## src/rtl/cpu_pkg.sv

```systemverilog
// cpu_pkg: shared FSM state type and opcode encodings
// for the sequential control unit.
package cpu_pkg;

   typedef enum logic [2:0] {
      S_IDLE,
      S_FETCH,
      S_DECODE,
      S_EXEC,
      S_HALT
   } state_t;

   function automatic int op_halt(input int w);
      return (1 << w) - 1;
   endfunction

   function automatic int op_jmp(input int w);
      return (1 << w) - 2;
   endfunction

endpackage

```

## src/rtl/instr_decoder.sv

```systemverilog
// instr_decoder: splits an instruction word into opcode,
// register select and immediate fields.
module instr_decoder
   import cpu_pkg::*;
#(
   parameter int INSTR_W = 8,
   parameter int OP_W    = 2,
   parameter int RSEL_W  = 2
)(
   input  logic [INSTR_W-1:0]             instr,
   output logic [OP_W-1:0]                op,
   output logic [RSEL_W-1:0]              reg_sel,
   output logic [INSTR_W-OP_W-RSEL_W-1:0] imm
);

   localparam int IMM_W = INSTR_W - OP_W - RSEL_W;

   assign op      = instr[INSTR_W-1 -: OP_W];
   assign reg_sel = instr[INSTR_W-OP_W-1 -: RSEL_W];
   assign imm     = instr[IMM_W-1:0];

endmodule

```

## src/rtl/seq_control_unit.sv

```systemverilog
// seq_control_unit: fetch/decode/execute sequencer with
// pc, instruction register and datapath handshake.
module seq_control_unit
   import cpu_pkg::*;
#(
   parameter int INSTR_W = 8,
   parameter int OP_W    = 2,
   parameter int RSEL_W  = 2,
   parameter int ADDR_W  = 4
)(
   input  logic                           clk,
   input  logic                           rst_n,
   input  logic                           start,
   output logic                           imem_req,
   output logic [ADDR_W-1:0]              imem_addr,
   input  logic                           imem_valid,
   input  logic [INSTR_W-1:0]             imem_rdata,
   output logic                           exec_valid,
   input  logic                           exec_ready,
   output logic [OP_W-1:0]                op,
   output logic [RSEL_W-1:0]              reg_sel,
   output logic [INSTR_W-OP_W-RSEL_W-1:0] imm,
   output logic [ADDR_W-1:0]              pc,
   output logic                           busy,
   output logic                           halted
);

   localparam int IMM_W = INSTR_W - OP_W - RSEL_W;
   localparam logic [OP_W-1:0] OPC_HALT = OP_W'(op_halt(OP_W));
   localparam logic [OP_W-1:0] OPC_JMP  = OP_W'(op_jmp(OP_W));

   if (IMM_W < 1) begin : g_imm_chk
      $error("seq_control_unit: immediate field width must be >= 1");
   end

   state_t             state;
   logic [INSTR_W-1:0] ir;
   logic [ADDR_W-1:0]  jmp_pc;

   instr_decoder #(
      .INSTR_W (INSTR_W),
      .OP_W    (OP_W),
      .RSEL_W  (RSEL_W)
   ) u_dec (
      .instr   (ir),
      .op      (op),
      .reg_sel (reg_sel),
      .imm     (imm)
   );

   // jump target: immediate fitted to the pc width
   if (IMM_W >= ADDR_W) begin : g_trunc
      assign jmp_pc = imm[ADDR_W-1:0];
   end else begin : g_zext
      assign jmp_pc = {{(ADDR_W-IMM_W){1'b0}}, imm};
   end

   assign imem_addr = pc;

   always_ff @(posedge clk or negedge rst_n) begin
      if (!rst_n) begin
         state      <= S_IDLE;
         pc         <= '0;
         ir         <= '0;
         imem_req   <= 1'b0;
         exec_valid <= 1'b0;
         busy       <= 1'b0;
         halted     <= 1'b0;
      end else begin
         unique case (state)
            S_IDLE, S_HALT: begin
               if (start) begin
                  pc       <= '0;
                  state    <= S_FETCH;
                  imem_req <= 1'b1;
                  busy     <= 1'b1;
                  halted   <= 1'b0;
               end
            end
            S_FETCH: begin
               if (imem_valid) begin
                  ir       <= imem_rdata;
                  imem_req <= 1'b0;
                  state    <= S_DECODE;
               end
            end
            S_DECODE: begin
               unique case (1'b1)
                  (op == OPC_HALT): begin
                     state  <= S_HALT;
                     busy   <= 1'b0;
                     halted <= 1'b1;
                  end
                  (op == OPC_JMP): begin
                     pc       <= jmp_pc;
                     state    <= S_FETCH;
                     imem_req <= 1'b1;
                  end
                  default: begin
                     state      <= S_EXEC;
                     exec_valid <= 1'b1;
                  end
               endcase
            end
            S_EXEC: begin
               if (exec_ready) begin
                  pc         <= pc + 1'b1;
                  exec_valid <= 1'b0;
                  imem_req   <= 1'b1;
                  state      <= S_FETCH;
               end
            end
            default: begin
               state <= S_IDLE;
            end
         endcase
      end
   end

endmodule

```

## config.mk

```make
export PLATFORM = sky130hd
export DESIGN_NAME = seq_control_unit
export DESIGN_NICKNAME = d
export VERILOG_FILES = /design/src/rtl/cpu_pkg.sv /design/src/rtl/instr_decoder.sv /design/src/rtl/seq_control_unit.sv
export SDC_FILE = /design/constraint.sdc
export NUM_CORES = 1
export LEC_CHECK = 0
export ABC_AREA = 1
export BUFFER_PORTS_ARGS = -buffer_cell sky130_fd_sc_hd__buf_2
export CAP_MARGIN = 20
export CORE_UTILIZATION = 45
export DETAILED_ROUTE_END_ITERATION = 10
export HOLD_SLACK_MARGIN = 0.1
export PLACE_DENSITY_LB_ADDON = 0.08
export SLEW_MARGIN = 20
export SYNTH_ARGS = -nofsm -noshare
export SYNTH_HDL_FRONTEND = slang
export SYNTH_SLANG_ARGS = --single-unit
```

## constraint.sdc

```tcl
create_clock -name clk -period 2.6 [get_ports clk]
set_clock_uncertainty 0.1 [all_clocks]
set_input_delay 0.39 -clock clk [delete_from_list [all_inputs] [get_ports clk]]
set_output_delay 0.39 -clock clk [all_outputs]
set_load 0.01 [all_outputs]
```

==> results.py, run 1 <==
metrics = {
    "finish": {
        "design_area_um2": 1200,
        "layout-drive-gt1-share_pct": 34.4,
        "final_nets": 172,
        "fillers": 210,
        "layout_commonest_cell": "nand2_1",
        "seq_area_um2": 475,
        "diodes": 0,
        "multi_input_area_um2": 454,
        "syn_to_final_growth_pct": 18.3,
        "final_cell_mix": "nand2_1, buf_2, dfrtp_1, nand3_1, inv_1",
    },
    "timing": {
        "min_period_over_period_pct": 55.5,
        "hold_viol": 0,
        "slew_headroom_pct": 71.9,
        "clock.fmax_mhz": 693,
        "fin_setup_tns_ps": 0,
        "setup_viol": 0,
        "finalMaxSlewViolations": 0,
        "post-route-min-period_ps": 1440,
        "rsz0062_at_grt": "no",
        "max_slew.worst_pin.slew_ps": 422,
    },
    "logic_synthesis": {
        "synth_adder_area_share_pct": 1.23,
        "yosys_warnings": 0,
        "synthesis.area_um2": 1020,
        "syn_inst": 125,
        "muxShareOfSynthArea_pct": 0,
        "synthSimpleGateAreaFrac_pct": 35.6,
        "synth_top_family_by_area": "simple AND/OR/NAND/NOR gates",
        "yosysUniqueCellTypes": 19,
        "synth_xor_area_share_pct": 0.860,
        "ys_ff_latch": 19,
        "synth_fp_nets": 139,
        "synth_compound_area_share_pct": 6.88,
        "syn_area_per_cell_um2": 8.15,
        "ys_seq_area_share_pct": 46.7,
    },
    "clock_network": {
        "cts-resized-gates": 0,
        "cts_tree": "yes",
        "cts_hold_buf": 1,
        "clk_path_buf_depth": 2,
        "cts_root_buffer": "clkbuf_4",
        "htreeDepth": 1,
        "clk_latency_ps": 280,
        "clock-sinks": 19,
        "cts_buffers": 3,
        "post_cts_buffers": 0,
        "clk_pin_slew_ps": 100,
    },
    "floorplan": {
        "dieArea_um2": 2460,
        "die_y_um": 49.6,
        "coreArea_um2": 2040,
        "pin_count": 33,
        "rows": 16,
        "die_x_um": 49.6,
        "start_util_pct": 49.9,
    },
    "route": {
        "drcViolationCount": 0,
        "antenna_left": 0,
        "drt_iter0_markers": 15,
        "vias_per_cell": 4.76,
        "num_vias": 875,
        "wl_per_cell_um": 10.5,
        "drt-total-wl_mm": 1.93,
        "dr.pass1.iters": 4,
    },
    "place": {
        "io_buffer_count": 32,
        "dpl-instance-area_um2": 1170,
        "dp_hpwl_mm": 1.49,
        "gp_congestion": 0.829,
    },
    "hold_path": {
        "hp-class": "input port to flop",
        "timing.hold.worst_endpoint": "ir[5]",
        "hold_depth": 3,
        "min_from": "imem_rdata[5]",
    },
    "global_route": {
        "grt_usage_pct": 19.4,
        "antenna_found_initial": 0,
        "grt_pass1_wl_mm": 3.64,
        "gr-total-overflow": 0,
        "first_global_vias": 822,
        "grt_max_degree": 20,
    },
    "pwr": {
        "leakagePower_nw": 0.677,
        "ir_drop_v": 0.000607,
        "powerDensity_nw_per_um2": 1210,
        "clock_power_share_pct": 10.0,
        "swShare_pct": 46.8,
        "combPwrFrac_pct": 52.0,
        "p_int_uw": 774,
        "power_frac_seq_pct": 38.1,
        "p_switching_uw": 682,
    },
    "critical_path": {
        "timing.rr.end": "imem_addr[3]",
        "ff2ff_setup_slack_ps": 1160,
        "r2r_start": "state[0]",
        "r2r_cells": 6,
        "cp_common_cell": "nand2_1",
        "cp.arrival_ps": 1530,
        "slowest_delay_ps": 470,
        "cpMaxStageDelayCell": "dfrtp_1",
        "startpoint_type": "flop",
        "crit_start": "state[0]",
        "worstSetupPathType": "flop to flop",
        "path_max_fanout": 5,
        "path_cells": "nor2_1, inv_2, nand2_2, nand4_2, nand2_1, nand2_1",
        "critPathRequiredTime_ps": 2690,
        "endpoint_kind": "flop",
    },
    "job": {
        "drv_cap": 0,
    },
    "outcome": {
        "status": "finished, final reports clean",
    },
}
[worst max-delay path: cells and delay by family, from the launching register on]
kind	cells	cell delay (ps)
buffers and inverters	1	90
flip-flops	1	470
AND/OR/NAND/NOR	5	670
[through the flow]
step / setup WS, ps / hold WS [ps] / std cells / power, mW / utilization, %
finish: 1160 / 226 / 184 / 1.46 / 59.0
CTS: 1170 / 221 / 184 / 1.47 / 59.0
floorplan: 1320 / -5.59 / 125 / 1.11 / -
global placement: 1170 / 252 / 179 / 1.32 / 57.2
detailed placement: 1180 / 252 / 179 / 1.32 / 57.2
global route: 1020 / 216 / 184 / 1.62 / 59.0
[per-layer routing]
layer	GRT usage (%)	wire [um]	up-vias
met4	7.14	14	0
met5	0	0	-
met2	28.4	874	30
met1	28.1	941	391
met3	3.70	98	2
li1	-	-	452
[how the worst max path moves through the flow]
stage	to	slack, ps	cells past startpoint
after floorplan	imem_addr[3]	1320	6
after global placement	imem_addr[1]	1170	6
after detailed placement	imem_addr[3]	1180	6
after CTS	imem_addr[3]	1170	6
after global routing	imem_addr[1]	1020	6
final	imem_addr[3]	1160	6
[synthesized netlist by cell type, drive strengths merged]
cell type  instances  share of area (%)
nand2             51                 21
dfrtp             19                 47
inv               12                4.4
nor2              12                7.4
nand3             10                4.9
o21ai              9                4.8
buf                4                2.9
a21oi              2               0.98
nand4              2                1.8
a21boi             1                1.1
clkbuf             1                1.4
ha                 1                1.2
xnor2              1               0.86
[flip-flops by register name (all words and copies together), names as in the netlist]
signal,flops
busy,1
exec_valid,1
halted,1
imem_addr,4
imem_req,1
ir,8
state,3
[cells by family after synthesis]
kind of cell / count (synthesis)
DFF: 19
adders and majority gates: 1
buffers and inverters: 17
and+or+nand+nor: 75
AOI/OAI and AO/OA: 12
xor gates and xnor gates: 1
[final cells by class]
type | instances | share of cell area, %
Inverter | 12 | 3.74
Timing Repair Buffer | 33 | 14.1
Multi-Input combinational cell | 89 | 37.7
Tap cell | 27 | 2.80
Clock buffer | 4 | 2.18
Sequential cell | 19 | 39.5
[power by group through the flow]
stage	registers [mW]	clock network (mW)	logic (mW)
6_report	0.554	0.145	0.757
5_1_grt	0.582	0.167	0.873
4_1_cts	0.556	0.152	0.765
3_5_place_dp	0.562	0	0.760
3_3_place_gp	0.561	0	0.759
2_1_floorplan	0.597	0	0.513
No activity file was read; power rests on OpenSTA's default activity.
==> inputs of run 2 (changes only) <==
--- a/config.mk
+++ b/config.mk
@@ -8,7 +8,7 @@
 export ABC_AREA = 1
 export BUFFER_PORTS_ARGS = -buffer_cell sky130_fd_sc_hd__buf_2
 export CAP_MARGIN = 20
-export CORE_UTILIZATION = 45
+export CORE_UTILIZATION = 44
 export DETAILED_ROUTE_END_ITERATION = 10
 export HOLD_SLACK_MARGIN = 0.1
 export PLACE_DENSITY_LB_ADDON = 0.08
==> constraint.sdc (replaced) <==
create_clock -name clk -period 1.2 [get_ports clk]
set_clock_uncertainty 0.1 [all_clocks]
set_input_delay 0.18 -clock clk [delete_from_list [all_inputs] [get_ports clk]]
set_output_delay 0.18 -clock clk [all_outputs]
set_load 0.01 [all_outputs]
==> results.py, run 2 (same netlist as run 1, synthesis figures left out) <==
metrics = {
    "pwr": {
        "p_int_mw": 2.28,
        "ir_drop_v": 0.00145,
        "power_frac_seq_pct": 29.4,
        "leakagePower_nw": 0.858,
        "p_switching_mw": 1.80,
        "powerDensity_nw_per_um2": 2580,
        "clock_power_share_pct": 8.2,
        "swShare_pct": 44.1,
        "combPwrFrac_pct": 62.4,
    },
    "floorplan": {
        "pin_count": 33,
        "die_y_um": 50.1,
        "die_x_um": 50.1,
        "rows": 17,
        "coreArea_um2": 2190,
        "dieArea_um2": 2510,
        "start_util_pct": 46.5,
    },
    "timing": {
        "slew_headroom_pct": 71.4,
        "fin_ws_ps": -111,
        "max_slew.worst_pin.slew_ps": 429,
        "min_period_over_period_pct": 109,
        "post-route-min-period_ps": 1310,
        "hold_viol": 0,
        "rsz0062_at_grt": "yes",
        "finalMaxSlewViolations": 0,
        "clock.fmax_mhz": 763,
        "setup_viol": 24,
    },
    "place": {
        "gp_congestion": 0.828,
        "dp_cells": 192,
        "dpl-instance-area_um2": 1280,
        "io_buffer_count": 32,
        "dp_hpwl_mm": 1.74,
    },
    "clock_network": {
        "clk_path_buf_depth": 2,
        "clock-sinks": 19,
        "clk_pin_slew_ps": 110,
        "cts_root_buffer": "clkbuf_4",
        "clk_latency_ps": 310,
        "cts_tree": "yes",
        "cts_buffers": 3,
        "htreeDepth": 1,
    },
    "global_route": {
        "grt_max_degree": 20,
        "antenna_found_initial": 0,
        "gr-total-overflow": 0,
        "grt_pass1_wl_mm": 4.51,
        "first_global_vias": 1050,
        "grt_usage_pct": 24.6,
    },
    "route": {
        "dr.pass1.iters": 4,
        "num_vias": 1039,
        "drcViolationCount": 0,
        "drt_iter0_markers": 13,
        "wl_per_cell_um": 12.6,
        "drt-total-wl_mm": 2.73,
        "vias_per_cell": 4.81,
        "antenna_left": 0,
    },
    "finish": {
        "multi_input_area_um2": 500,
        "final_cells": 216,
        "design_area_um2": 1580,
        "final_cell_mix": "nand2_1, buf_2, dfrtp_1, buf_4, buf_6",
        "largest_register_ffs": 8,
        "seq_area_um2": 478,
        "fillers": 174,
        "final_util_pct": 72.2,
        "layout_commonest_cell": "nand2_1",
        "diodes": 0,
        "top_register": "ir",
        "final_nets": 203,
        "layout-drive-gt1-share_pct": 46.8,
        "syn_to_final_growth_pct": 55.4,
    },
    "critical_path": {
        "path_max_fanout": 5,
        "critPathRequiredTime_ps": 1300,
        "worstSetupPathType": "flop to flop",
        "endpoint_kind": "flop",
        "cp.arrival_ps": 1410,
        "startpoint_type": "flop",
    },
    "outcome": {
        "violations": "setup timing",
        "status": "finished, violations left",
    },
    "hold_path": {
        "hp-class": "input port to flop",
    },
    "job": {
        "drv_cap": 0,
    },
}
run 2: final cells by class:
class	instances	area share, %
Sequential cell	19	30.2
Timing Repair Buffer	64	31.5
Multi-Input combinational cell	89	31.6
Clock buffer	4	1.66
Tap cell	28	2.21
Inverter	12	2.85
run 2: metrics by stage:
stage / TNS (ps) / hold WS, ps / total power, mW / worst slack (ps)
detailed placement: -811 / 51.3 / 3.17 / -113
CTS: -1160 / 118 / 3.88 / -87.5
global placement: -617 / 51.1 / 3.13 / -105
floorplan: -159 / -216 / 2.43 / -37.3
global route: -2820 / 139 / 4.38 / -182
finish: -1260 / 105 / 4.08 / -111
run 2: timing repair:
| item | 4_1_cts | 5_1_grt |
|---|---|---|
| hold endpoints to repair | 27 | 0 |
| hold buffers | 10 | 0 |
| pin swaps | 2 | 4 |
| setup endpoints to repair | 20 | 27 |
| resized for setup | 18 | 13 |
| setup buffers | 7 | 3 |
run 2: power by group through the flow:
stage / combinational, mW / sequential, mW / clock, mW
CTS: 2.35 / 1.18 / 0.349
global placement: 1.98 / 1.16 / 0
detailed placement: 2.00 / 1.17 / 0
finish: 2.54 / 1.20 / 0.333
floorplan: 1.12 / 1.31 / 0
global route: 2.79 / 1.24 / 0.352
run 2: routing by layer:
layer | share of wire, % | vias to the layer above | global-route usage, %
met4 | 1.7 | 0 | 12.4
li1 | - | 517 | -
met3 | 3.0 | 5 | 4.01
met5 | 0 | - | 0
met2 | 53 | 33 | 45.6
met1 | 42 | 484 | 26.2
run 2: path summary, 6_finish.rpt:
path	slack, ps	depth (start not counted)	end	startpoint
worst max-delay path	-110	6	imem_addr[0]	state[1]
worst min-delay path	100	4	halted	start
worst max register to register	-110	6	imem_addr[0]	state[1]
worst min register to register	390	2	ir[5]	ir[5]
max in group asynchronous	450	2	state[0]	rst_n
min in group asynchronous	220	2	state[2]	rst_n
run 2: worst max-delay path, stage by stage (launching register included):
cell and delay (ps):
dfrtp_2 470, nor2_4 150, inv_2 60, nand2_2 90
nand4_2 170, nand2_1 100, nand2_1 60
